**config.mk**
```make
export PLATFORM = sky130hd
export DESIGN_NAME = instr_encoder
export DESIGN_NICKNAME = d
export VERILOG_FILES = /design/src/rtl/instr_encoder.sv
export SDC_FILE = /design/constraint.sdc
export NUM_CORES = 1
export LEC_CHECK = 0
export CAP_MARGIN = 15
export CORE_UTILIZATION = 43
export DETAILED_ROUTE_END_ITERATION = 10
export PLACE_DENSITY = 0.92
export SLEW_MARGIN = 20
export SYNTH_ARGS = -nofsm -noshare
export SYNTH_HDL_FRONTEND = slang
export SYNTH_SLANG_ARGS = --single-unit
```
**constraint.sdc**
```tcl
create_clock -name clk -period 2.2 [get_ports clk]
set_input_delay 0.44 -clock clk [delete_from_list [all_inputs] [get_ports clk]]
set_output_delay 0.44 -clock clk [all_outputs]
set_load 0.1 [all_outputs]
```
**src/rtl/instr_encoder.sv**
```systemverilog
// instr_encoder: assembles RISC-V machine words from decoded fields and writes
// them into instruction memory at sequential word addresses.
module instr_encoder #(
    parameter int                ADDR_W    = 10,
    parameter logic [ADDR_W-1:0] BASE_ADDR = '0
) (
    input  logic              clk,
    input  logic              arst,
    input  logic              start,
    input  logic              in_valid,
    output logic              in_ready,
    input  logic [2:0]        in_class,
    input  logic [2:0]        in_funct3,
    input  logic [6:0]        in_funct7,
    input  logic [4:0]        in_rd,
    input  logic [4:0]        in_rs1,
    input  logic [4:0]        in_rs2,
    input  logic [31:0]       in_imm,
    output logic              imem_we,
    output logic [ADDR_W-1:0] imem_addr,
    output logic [31:0]       imem_wdata,
    output logic              err_illegal,
    output logic              err_range,
    output logic [ADDR_W:0]   count,
    output logic              full
);
    logic signed [31:0] imm;
    logic               fit_i, fit_b, fit_j, in_range, illegal, accept, write;
    logic [31:0]        word;

    assign imm      = $signed(in_imm);
    assign fit_i    = imm >= -32'sd2048 && imm <= 32'sd2047;
    assign fit_b    = imm >= -32'sd4096 && imm <= 32'sd4094 && !imm[0];
    assign fit_j    = imm >= -32'sd1048576 && imm <= 32'sd1048574 && !imm[0];
    assign illegal  = in_class[2] && in_class[1];
    assign full     = count[ADDR_W];
    assign in_ready = !full && !start;
    assign accept   = in_valid && in_ready;
    assign write    = accept && !illegal && in_range;

    always_comb begin
        word     = '0;
        in_range = 1'b1;
        case (in_class)
            3'd0: word = {in_funct7, in_rs2, in_rs1, in_funct3, in_rd, 7'b0110011};
            3'd1: begin
                word     = {in_imm[11:0], in_rs1, in_funct3, in_rd, 7'b0010011};
                in_range = fit_i;
            end
            3'd2: begin
                word     = {in_imm[12], in_imm[10:5], in_rs2, in_rs1, 3'b000, in_imm[4:1], in_imm[11], 7'b1100011};
                in_range = fit_b;
            end
            3'd3: begin
                word     = {in_imm[20], in_imm[10:1], in_imm[11], in_imm[19:12], in_rd, 7'b1101111};
                in_range = fit_j;
            end
            3'd4: begin
                word     = {in_imm[11:0], in_rs1, in_funct3, in_rd, 7'b0000011};
                in_range = fit_i;
            end
            3'd5: begin
                word     = {in_imm[11:5], in_rs2, in_rs1, in_funct3, in_imm[4:0], 7'b0100011};
                in_range = fit_i;
            end
            default: word = '0;
        endcase
    end

    // Dropped (errored) transfers are consumed but leave address and count untouched.
    always_ff @(posedge clk or posedge arst) begin
        if (arst) begin
            imem_we     <= 1'b0;
            imem_addr   <= BASE_ADDR;
            imem_wdata  <= '0;
            err_illegal <= 1'b0;
            err_range   <= 1'b0;
            count       <= '0;
        end else begin
            imem_we     <= write;
            err_illegal <= accept && illegal;
            err_range   <= accept && !illegal && !in_range;
            if (write) begin
                imem_addr  <= BASE_ADDR + count[ADDR_W-1:0];
                imem_wdata <= word;
            end
            if (start)
                count <= '0;
            else if (write)
                count <= count + (ADDR_W+1)'(1);
        end
    end
endmodule
```
==> results.cfg, run 1 <==
[timing]
rsz0062_at_grt = yes
finalMaxSlewViolations = 0
tightestPinTransition_ns = 0.6661
fin_skew_ns = 0.006620
max_freq_mhz = 457.3
period_needed_ns = 2.187
hold_viol = 0
setup_viol = 0
fin_crit_sh_pct = 99.39
tns_ns = 0
max-slew-margin-rel_pct = 55.13
setup_ws_ns = 0.01332

[yosys]
yosys_warnings = 0
syn_avg_cell_area_um2 = 10.03
netlist_area_um2 = 2838
synth_nets = 348
yosysSeqAreaShare_pct = 47.62
synthCells = 283
ys_ff_latch = 54
synthDistinctLibCells = 55

[placed_design]
hpwl_mm = 6.200
post-place-ws_ns = -0.5732
dp.cells = 498
portBuffers = 121
gp_congestion = 0.8225

[final_layout]
synthToLayoutAreaGrowth_pct = 60.67
diodes = 0
drive_gt1_share_pct = 39.13
nets = 502
final_cell_mix = buf_4, dfrtp_1, nor2_1, clkdlybuf4s50_1, nand2_1
fin_cells = 514
layout_commonest_cell = buf_4

[floorplan]
start_util_pct = 44.69
die_x_um = 83.24
rows = 29
fp.dieArea_um2 = 6928
fp.dieH_um = 83.24
core-area_um2 = 6350
io_pins = 122

[power_and_ir_drop]
p_per_area_nw_per_um2 = 765.2
p_leak_nw = 2.123
ir_drop_uv = 687.0

[route]
drc = 0
via_per_inst = 5.751
routed_wirelength_mm = 8.819
drt_iter0_drc = 158
drt-pass1-iter-count = 4
wl_per_cell_um = 17.16
routed-via-count = 2956
antenna_left = 0

[grt]
busiest_layer = met2
grt_first_pass_wirelength_mm = 13.99
use_met3_pct = 3.479
grt_overflow = 0
met2_usage_pct = 44.26
gr-usage-met1_pct = 30.87
grt_max_degree = 34
antenna_found_initial = 0
grt_pass1_vias = 2919
grt_use_total_pct = 24.83

[run]
cap_violations = 0

[clock_tree]
cts_sinks = 54
cts.path.max_buffers = 2
cts_tree = done
numCtsBuffers = 5
cts_max_level = 2
hold_buffers = 0
clock_latency_ns = 0.30
cts_root_buf = clkbuf_8
clk_pin_slew_ns = 0.09

[critical_path]
path_max_fanout = 5
r2r-end = count[8]
r2r_slack_ns = 0.37
rr_startpoint = count[1]
cp_data_required_time_ns = 2.44
cp-startpoint = in_imm[17]
crit_arrival_ns = 2.42
reg2reg_depth = 6
start_kind = input port
crit_path_end_kind = register
crit_type = input port to register

[min_path]
min_path_type = input port to asynchronous set/reset pin

[status]
status = complete, no violations
==> where the power goes <==
group / switching (mW) / leakage [nW] / internal [mW]
registers: 0.0840 / 0.684 / 1.12
clock network: 0.310 / 0.0443 / 0.251
logic: 1.31 / 1.39 / 0.416
total: 1.70 / 2.12 / 1.79
==> cell type report <==
class | count | area [um2]
fill | 441 | 1790
clock buffer | 7 | 86.33
multi-input combinational | 206 | 1524
sequential | 54 | 1358
tap | 77 | 96.34
inverter | 4 | 17.52
timing repair buffer | 166 | 1478
==> cells in the mapped netlist (all sizes together) <==
library cell	instances	area share (%)
a221o	1	0.35
nor3	3	0.71
o221ai	2	0.62
a2bb2oi	1	0.31
nand2b	6	1.3
inv	4	0.62
a31o	1	0.31
mux2	13	5.2
nor2b	8	1.8
a31oi	4	0.88
or2	2	0.44
nand2	23	3.0
o31ai	2	1.0
or4	1	0.26
or3	4	1.1
a21oi	10	1.8
o41ai	2	0.88
ha	1	0.44
and4bb	1	0.44
o22ai	1	0.22
and2	1	0.22
nand3b	2	0.53
nor4	6	2.5
o32a	1	0.35
a22oi	6	1.6
buf	14	3.2
dfrtp	54	48
clkbuf	5	0.66
o311ai	2	1.2
o21a	3	0.79
nand3	3	0.53
a22o	1	0.31
o21ai	16	2.8
nand4	10	2.2
a21boi	1	0.26
xnor2	2	0.62
a221oi	15	5.2
a21o	1	0.26
nor2	45	6.0
and3	2	0.44
mux2i	3	1.1
==> critical path, stage by stage <==
cell           delay, ns
dlygate4sd2_1       0.25
buf_4               0.14
nor3_1              0.27
nand2_2             0.12
nor4_4              0.33
o31ai_4             0.14
buf_12              0.16
buf_12              0.13
or3_1               0.30
a21oi_1             0.15
==> state kept, by name (all words and copies together) (netlist names) <==
register and flops:
count 11, imem_we 1, imem_wdata 30, imem_addr 10, err_illegal 1, err_range 1
==> repair_timing <==
item | in CTS | in global routing
resized for setup | 36 | 35
cloned | 1 | 1
pin swaps | 9 | 10
hold endpoints to repair | 0 | 0
setup buffers | 4 | 3
setup endpoints to repair | 44 | 38
==> worst max-delay path by stage <==
stage / depth (start not counted) / slack [ns] / to
after global routing: 10 / -0.04 / count[4]
after detailed placement: 8 / -0.57 / count[7]
after floorplan: 7 / -0.14 / count[5]
final: 10 / 0.01 / count[4]
after CTS: 9 / 0.0005 / count[4]
after global placement: 8 / -0.47 / count[7]
==> metrics by stage <==
stage          power [mW]  instance area, um2  util, %  hold slack [ns]
3_3_place_gp        2.881                4252    66.96           0.4654
2_1_floorplan       2.430                2878        -           0.5759
4_1_cts             3.468                4434    69.83           0.4883
5_1_grt             3.594                4559    71.80           0.5175
3_5_place_dp        2.909                4252    66.96           0.4738
6_report            3.489                4559    71.80           0.4719
==> metal layers <==
metal | wire length (um) | vias up
li1 | - | 1347
met1 | 3457 | 1468
met2 | 4778 | 126
met3 | 448 | 15
met4 | 135 | 0
met5 | 0 | -
==> cells by family after synthesis <==
group / synth area share (%)
flip-flops: 47.62
XOR/XNOR: 0.6174
adder cells (fa/ha/maj): 0.4408
AO/OA/AOI/OAI: 19.22
multiplexers: 6.217
AND/OR/NAND/NOR: 21.43
buffers and inverters: 4.454
No activity file was read; power rests on OpenSTA's default activity.
==> inputs of run 2 (changes only) <==
--- a/config.mk
+++ b/config.mk
@@ -5,10 +5,11 @@
 export SDC_FILE = /design/constraint.sdc
 export NUM_CORES = 1
 export LEC_CHECK = 0
-export CAP_MARGIN = 15
+export CAP_MARGIN = 10
 export CORE_UTILIZATION = 43
 export DETAILED_ROUTE_END_ITERATION = 10
 export PLACE_DENSITY = 0.92
+export SETUP_SLACK_MARGIN = 0.1
 export SLEW_MARGIN = 20
 export SYNTH_ARGS = -nofsm -noshare
 export SYNTH_HDL_FRONTEND = slang
==> results.cfg, run 2 (synthesized netlist as in run 1, its figures left out) <==
[power_and_ir_drop]
p_leak_nw = 2.088
p_per_area_nw_per_um2 = 787.7
cell_internal_pwr_mw = 1.868
swShare_pct = 47.73
total_power_mw = 3.573
p_sw_mw = 1.706
ir_drop_uv = 702.6
pwr-share-comb_pct = 47.6
p_clk_share_pct = 18.9
seqPwrFrac_pct = 33.5

[clock_tree]
clock_latency_ns = 0.31
cts_root_buf = clkbuf_8
clk_pin_slew_ns = 0.10
numCtsBuffers = 5
cts_tree = done
cts_sinks = 54
cts.path.max_buffers = 2
cts_max_level = 2

[min_path]
min_path_type = input port to asynchronous set/reset pin

[timing]
fin_crit_sh_pct = 93.19
period_needed_ns = 2.050
rsz0062_at_grt = no
finalMaxSlewViolations = 0
fin_skew_ns = 0.005539
hold_viol = 0
hold_ws_ns = 0.4640
setup_viol = 0
max_freq_mhz = 487.8
tns_ns = 0
max-slew-margin-rel_pct = 64.30
tightestPinTransition_ns = 0.5299

[critical_path]
path_max_fanout = 2
reg2reg_depth = 7
crit_type = input port to register
r2r_slack_ns = 0.28
cp_data_required_time_ns = 2.41
crit_path_end_kind = register
crit_arrival_ns = 2.26
start_kind = input port
r2r-end = count[8]
rr_startpoint = count[0]

[floorplan]
fp.dieArea_um2 = 6928
start_util_pct = 44.69
io_pins = 122
rows = 29
fp.dieH_um = 83.24
die_x_um = 83.24
core-area_um2 = 6350

[grt]
grt_first_pass_wirelength_mm = 13.92
busiest_layer = met2
grt_max_degree = 34
gr-usage-met1_pct = 30.27
grt_pass1_vias = 2895
grt_use_total_pct = 25.04
met2_usage_pct = 44.19
use_met3_pct = 3.976
antenna_found_initial = 0
grt_overflow = 0

[route]
drc = 0
drt-pass1-iter-count = 4
antenna_left = 0
wl_per_cell_um = 16.62
via_per_inst = 5.563
routed_wirelength_mm = 8.557
routed-via-count = 2865
drt_iter0_drc = 154

[final_layout]
regMostFlops = imem_wdata
top_regs = imem_wdata x30, count x11, imem_addr x10
largest_reg_flops = 30
layout_commonest_cell = buf_4
drive_gt1_share_pct = 42.01
nets = 502
synthToLayoutAreaGrowth_pct = 59.88
fin_cells = 515
final_cell_mix = buf_4, dfrtp_1, nor2_1, clkdlybuf4s50_1, nand2_1
final_util_pct = 71.45
diodes = 0

[placed_design]
dp.cells = 503
hpwl_mm = 6.216
portBuffers = 121
gp_congestion = 0.8654

[run]
cap_violations = 0

[status]
status = complete, no violations
## run 2: what timing repair did
| action | in CTS | in global routing |
|---|---|---|
| pin swaps | 13 | 10 |
| gates resized for setup | 44 | 46 |
| hold buffers | 0 | 0 |
| setup endpoints to repair | 50 | 36 |
| buffers inserted | 2 | 1 |
| cloned | 0 | 1 |
## run 2: worst max-delay path, cell delays in order
cell           delay, ns
dlygate4sd2_1       0.26
buf_4               0.15
nor3_4              0.21
nand2_2             0.10
or4_4               0.55
a31oi_4             0.21
buf_4               0.14
xnor2_1             0.12
nor2_1              0.07
## run 2: how the worst max path moves through the flow
stage,start,to,slack (ns)
after floorplan,count[10],count[5],-0.14
after global placement,in_class[0],count[7],-0.45
after detailed placement,in_imm[20],imem_wdata[25],-0.53
after CTS,in_imm[27],imem_wdata[25],0.09
after global routing,in_imm[14],count[8],0.11
final,in_imm[14],count[8],0.15
## run 2: final cells by class
type,count,area [um2]
clock buffers,6,72.57
clock inverters,2,37.54
well taps,77,96.34
inverters,4,17.52
repair buffers,166,1385
multi-input cells,206,1570
fillers,447,1813
flip-flops and latches,54,1358
## run 2: per-stage QoR
step / setup slack [ns] / cell area [um2]
floorplan: -0.1382 / 2909
global placement: -0.4528 / 4320
detailed placement: -0.5300 / 4320
CTS: 0.08640 / 4501
global route: 0.1136 / 4537
finish: 0.1499 / 4537
## run 2: layer usage
layer	wire length (um)	vias up
met3	510	20
met4	212	0
met2	4400	120
li1	-	1352
met1	3433	1373
met5	0	-
## run 2: power groups by stage
stage               clock network [mW]  registers [mW]  logic (mW)
floorplan                            0            2.17       0.267
global placement                     0            1.21        1.67
detailed placement                   0            1.22        1.70
CTS                              0.684            1.20        1.69
global route                     0.729            1.22        1.76
finish                           0.676            1.20        1.70
==> inputs of run 3 (changes only) <==
--- a/config.mk
+++ b/config.mk
@@ -10,6 +10,7 @@
 export DETAILED_ROUTE_END_ITERATION = 10
 export PLACE_DENSITY = 0.92
 export SETUP_SLACK_MARGIN = 0.1
+export SKIP_CTS_REPAIR_TIMING = 1
 export SLEW_MARGIN = 20
 export SYNTH_ARGS = -nofsm -noshare
 export SYNTH_HDL_FRONTEND = slang
==> results.cfg, run 3 (synthesized netlist as in run 1, its figures left out) <==
[route]
drt-pass1-iter-count = 4
drc = 0
routed_wirelength_mm = 8.612
routed-via-count = 2826
via_per_inst = 5.498
antenna_left = 0
wl_per_cell_um = 16.75
drt_iter0_drc = 160

[final_layout]
regMostFlops = imem_wdata
drive_gt1_share_pct = 37.99
final_cell_mix = buf_4, dfrtp_1, nor2_1, clkdlybuf4s50_1, nand2_1
fin_area_um2 = 4621
nets = 501
synthToLayoutAreaGrowth_pct = 62.83
top_regs = imem_wdata x30, count x11, imem_addr x10
fin_cells = 514
diodes = 0
largest_reg_flops = 30
layout_commonest_cell = buf_4

[run]
cap_violations = 0

[grt]
antenna_found_initial = 0
grt_max_degree = 34
grt_pass1_vias = 2851
grt_first_pass_wirelength_mm = 13.59
grt_use_total_pct = 24.37
grt_overflow = 0

[floorplan]
io_pins = 122
fp.dieH_um = 83.24
start_util_pct = 44.69
core-area_um2 = 6350
fp.dieArea_um2 = 6928
die_x_um = 83.24
rows = 29

[clock_tree]
cts_root_buf = clkbuf_8
clk_pin_slew_ns = 0.10
cts_tree = done
numCtsBuffers = 5
cts_sinks = 54
cts_max_level = 2
clock_latency_ns = 0.31
cts.path.max_buffers = 2

[power_and_ir_drop]
p_leak_nw = 2.246
ir_drop_uv = 703.9
p_per_area_nw_per_um2 = 774.8

[timing]
period_needed_ns = 2.069
tns_ns = 0
max-slew-margin-rel_pct = 64.36
hold_viol = 0
hold_ws_ns = 0.4634
setup_viol = 0
tightestPinTransition_ns = 0.5291
finalMaxSlewViolations = 0
max_freq_mhz = 483.4
rsz0062_at_grt = no
setup_ws_ns = 0.1315
fin_crit_sh_pct = 94.02
fin_skew_ns = 0.008931

[placed_design]
placed_cell_area_um2 = 4320
gp_congestion = 0.8654
dp.cells = 503
post-place-ws_ns = -0.5300
hpwl_mm = 6.216
portBuffers = 121

[min_path]
min_path_type = input port to asynchronous set/reset pin

[critical_path]
cp-startpoint = in_class[0]
path_max_fanout = 7
crit_type = input port to register
crit_arrival_ns = 2.27
rr_startpoint = count[0]
crit_path_end_kind = register
cp_data_required_time_ns = 2.40
start_kind = input port

[status]
status = complete, no violations
## run 3: changes by cell type in the layout (fill, tap and decap cells not counted), moves of 2 or more
cell and change:
nand2_1 +2, clkbuf_2 -13, dlygate4sd2_1 -6, dlymetal6s2s_1 +20, nand2_2 -2, buf_6 -2
## run 3: area by class of cell
| class | count | area (um2) |
|---|---|---|
| fillers | 427 | 1729 |
| inverters | 4 | 17.52 |
| flip-flops and latches | 54 | 1358 |
| clock inverters | 2 | 37.54 |
| multi-input cells | 206 | 1546 |
| well taps | 77 | 96.34 |
| clock buffers | 6 | 72.57 |
| repair buffers | 165 | 1493 |
## run 3: through the flow
| step | util [%] | power, mW |
|---|---|---|
| after floorplan | - | 2.434 |
| after global placement | 68.04 | 2.884 |
| after detailed placement | 68.04 | 2.912 |
| after CTS | 69.77 | 3.579 |
| after global routing | 72.77 | 3.714 |
| final | 72.77 | 3.580 |
## run 3: worst paths after layout
path,end,slack [ns],cells past startpoint
worst max-delay path,imem_addr[0],0.13,8
worst min-delay path,imem_wdata[27],0.46,3
worst max register to register,count[8],0.25,7
worst min register to register,imem_wdata[4],0.49,2
max in group asynchronous,count[1],1.32,3
min in group clk,imem_wdata[4],0.49,2
## run 3: layer usage
layer  track usage [%]  wire length (um)
met1             29.13              3430
met2             43.44              4548
met3             3.777               468
met4             10.19               164
met5                 0                 0
## run 3: report_power, final
| part | switching [mW] | leakage, nW | internal [mW] |
|---|---|---|---|
| combinational | 1.29 | 1.51 | 0.417 |
| sequential | 0.0763 | 0.684 | 1.12 |
| clock | 0.333 | 0.0514 | 0.340 |
## run 3: critical path, cell delays in order
cell and delay [ns]:
clkbuf_2 0.15, nor2_4 0.17, buf_4 0.13, o32a_1 0.21
a221oi_4 0.06, o31ai_4 0.52, clkbuf_16 0.26, mux2_2 0.32
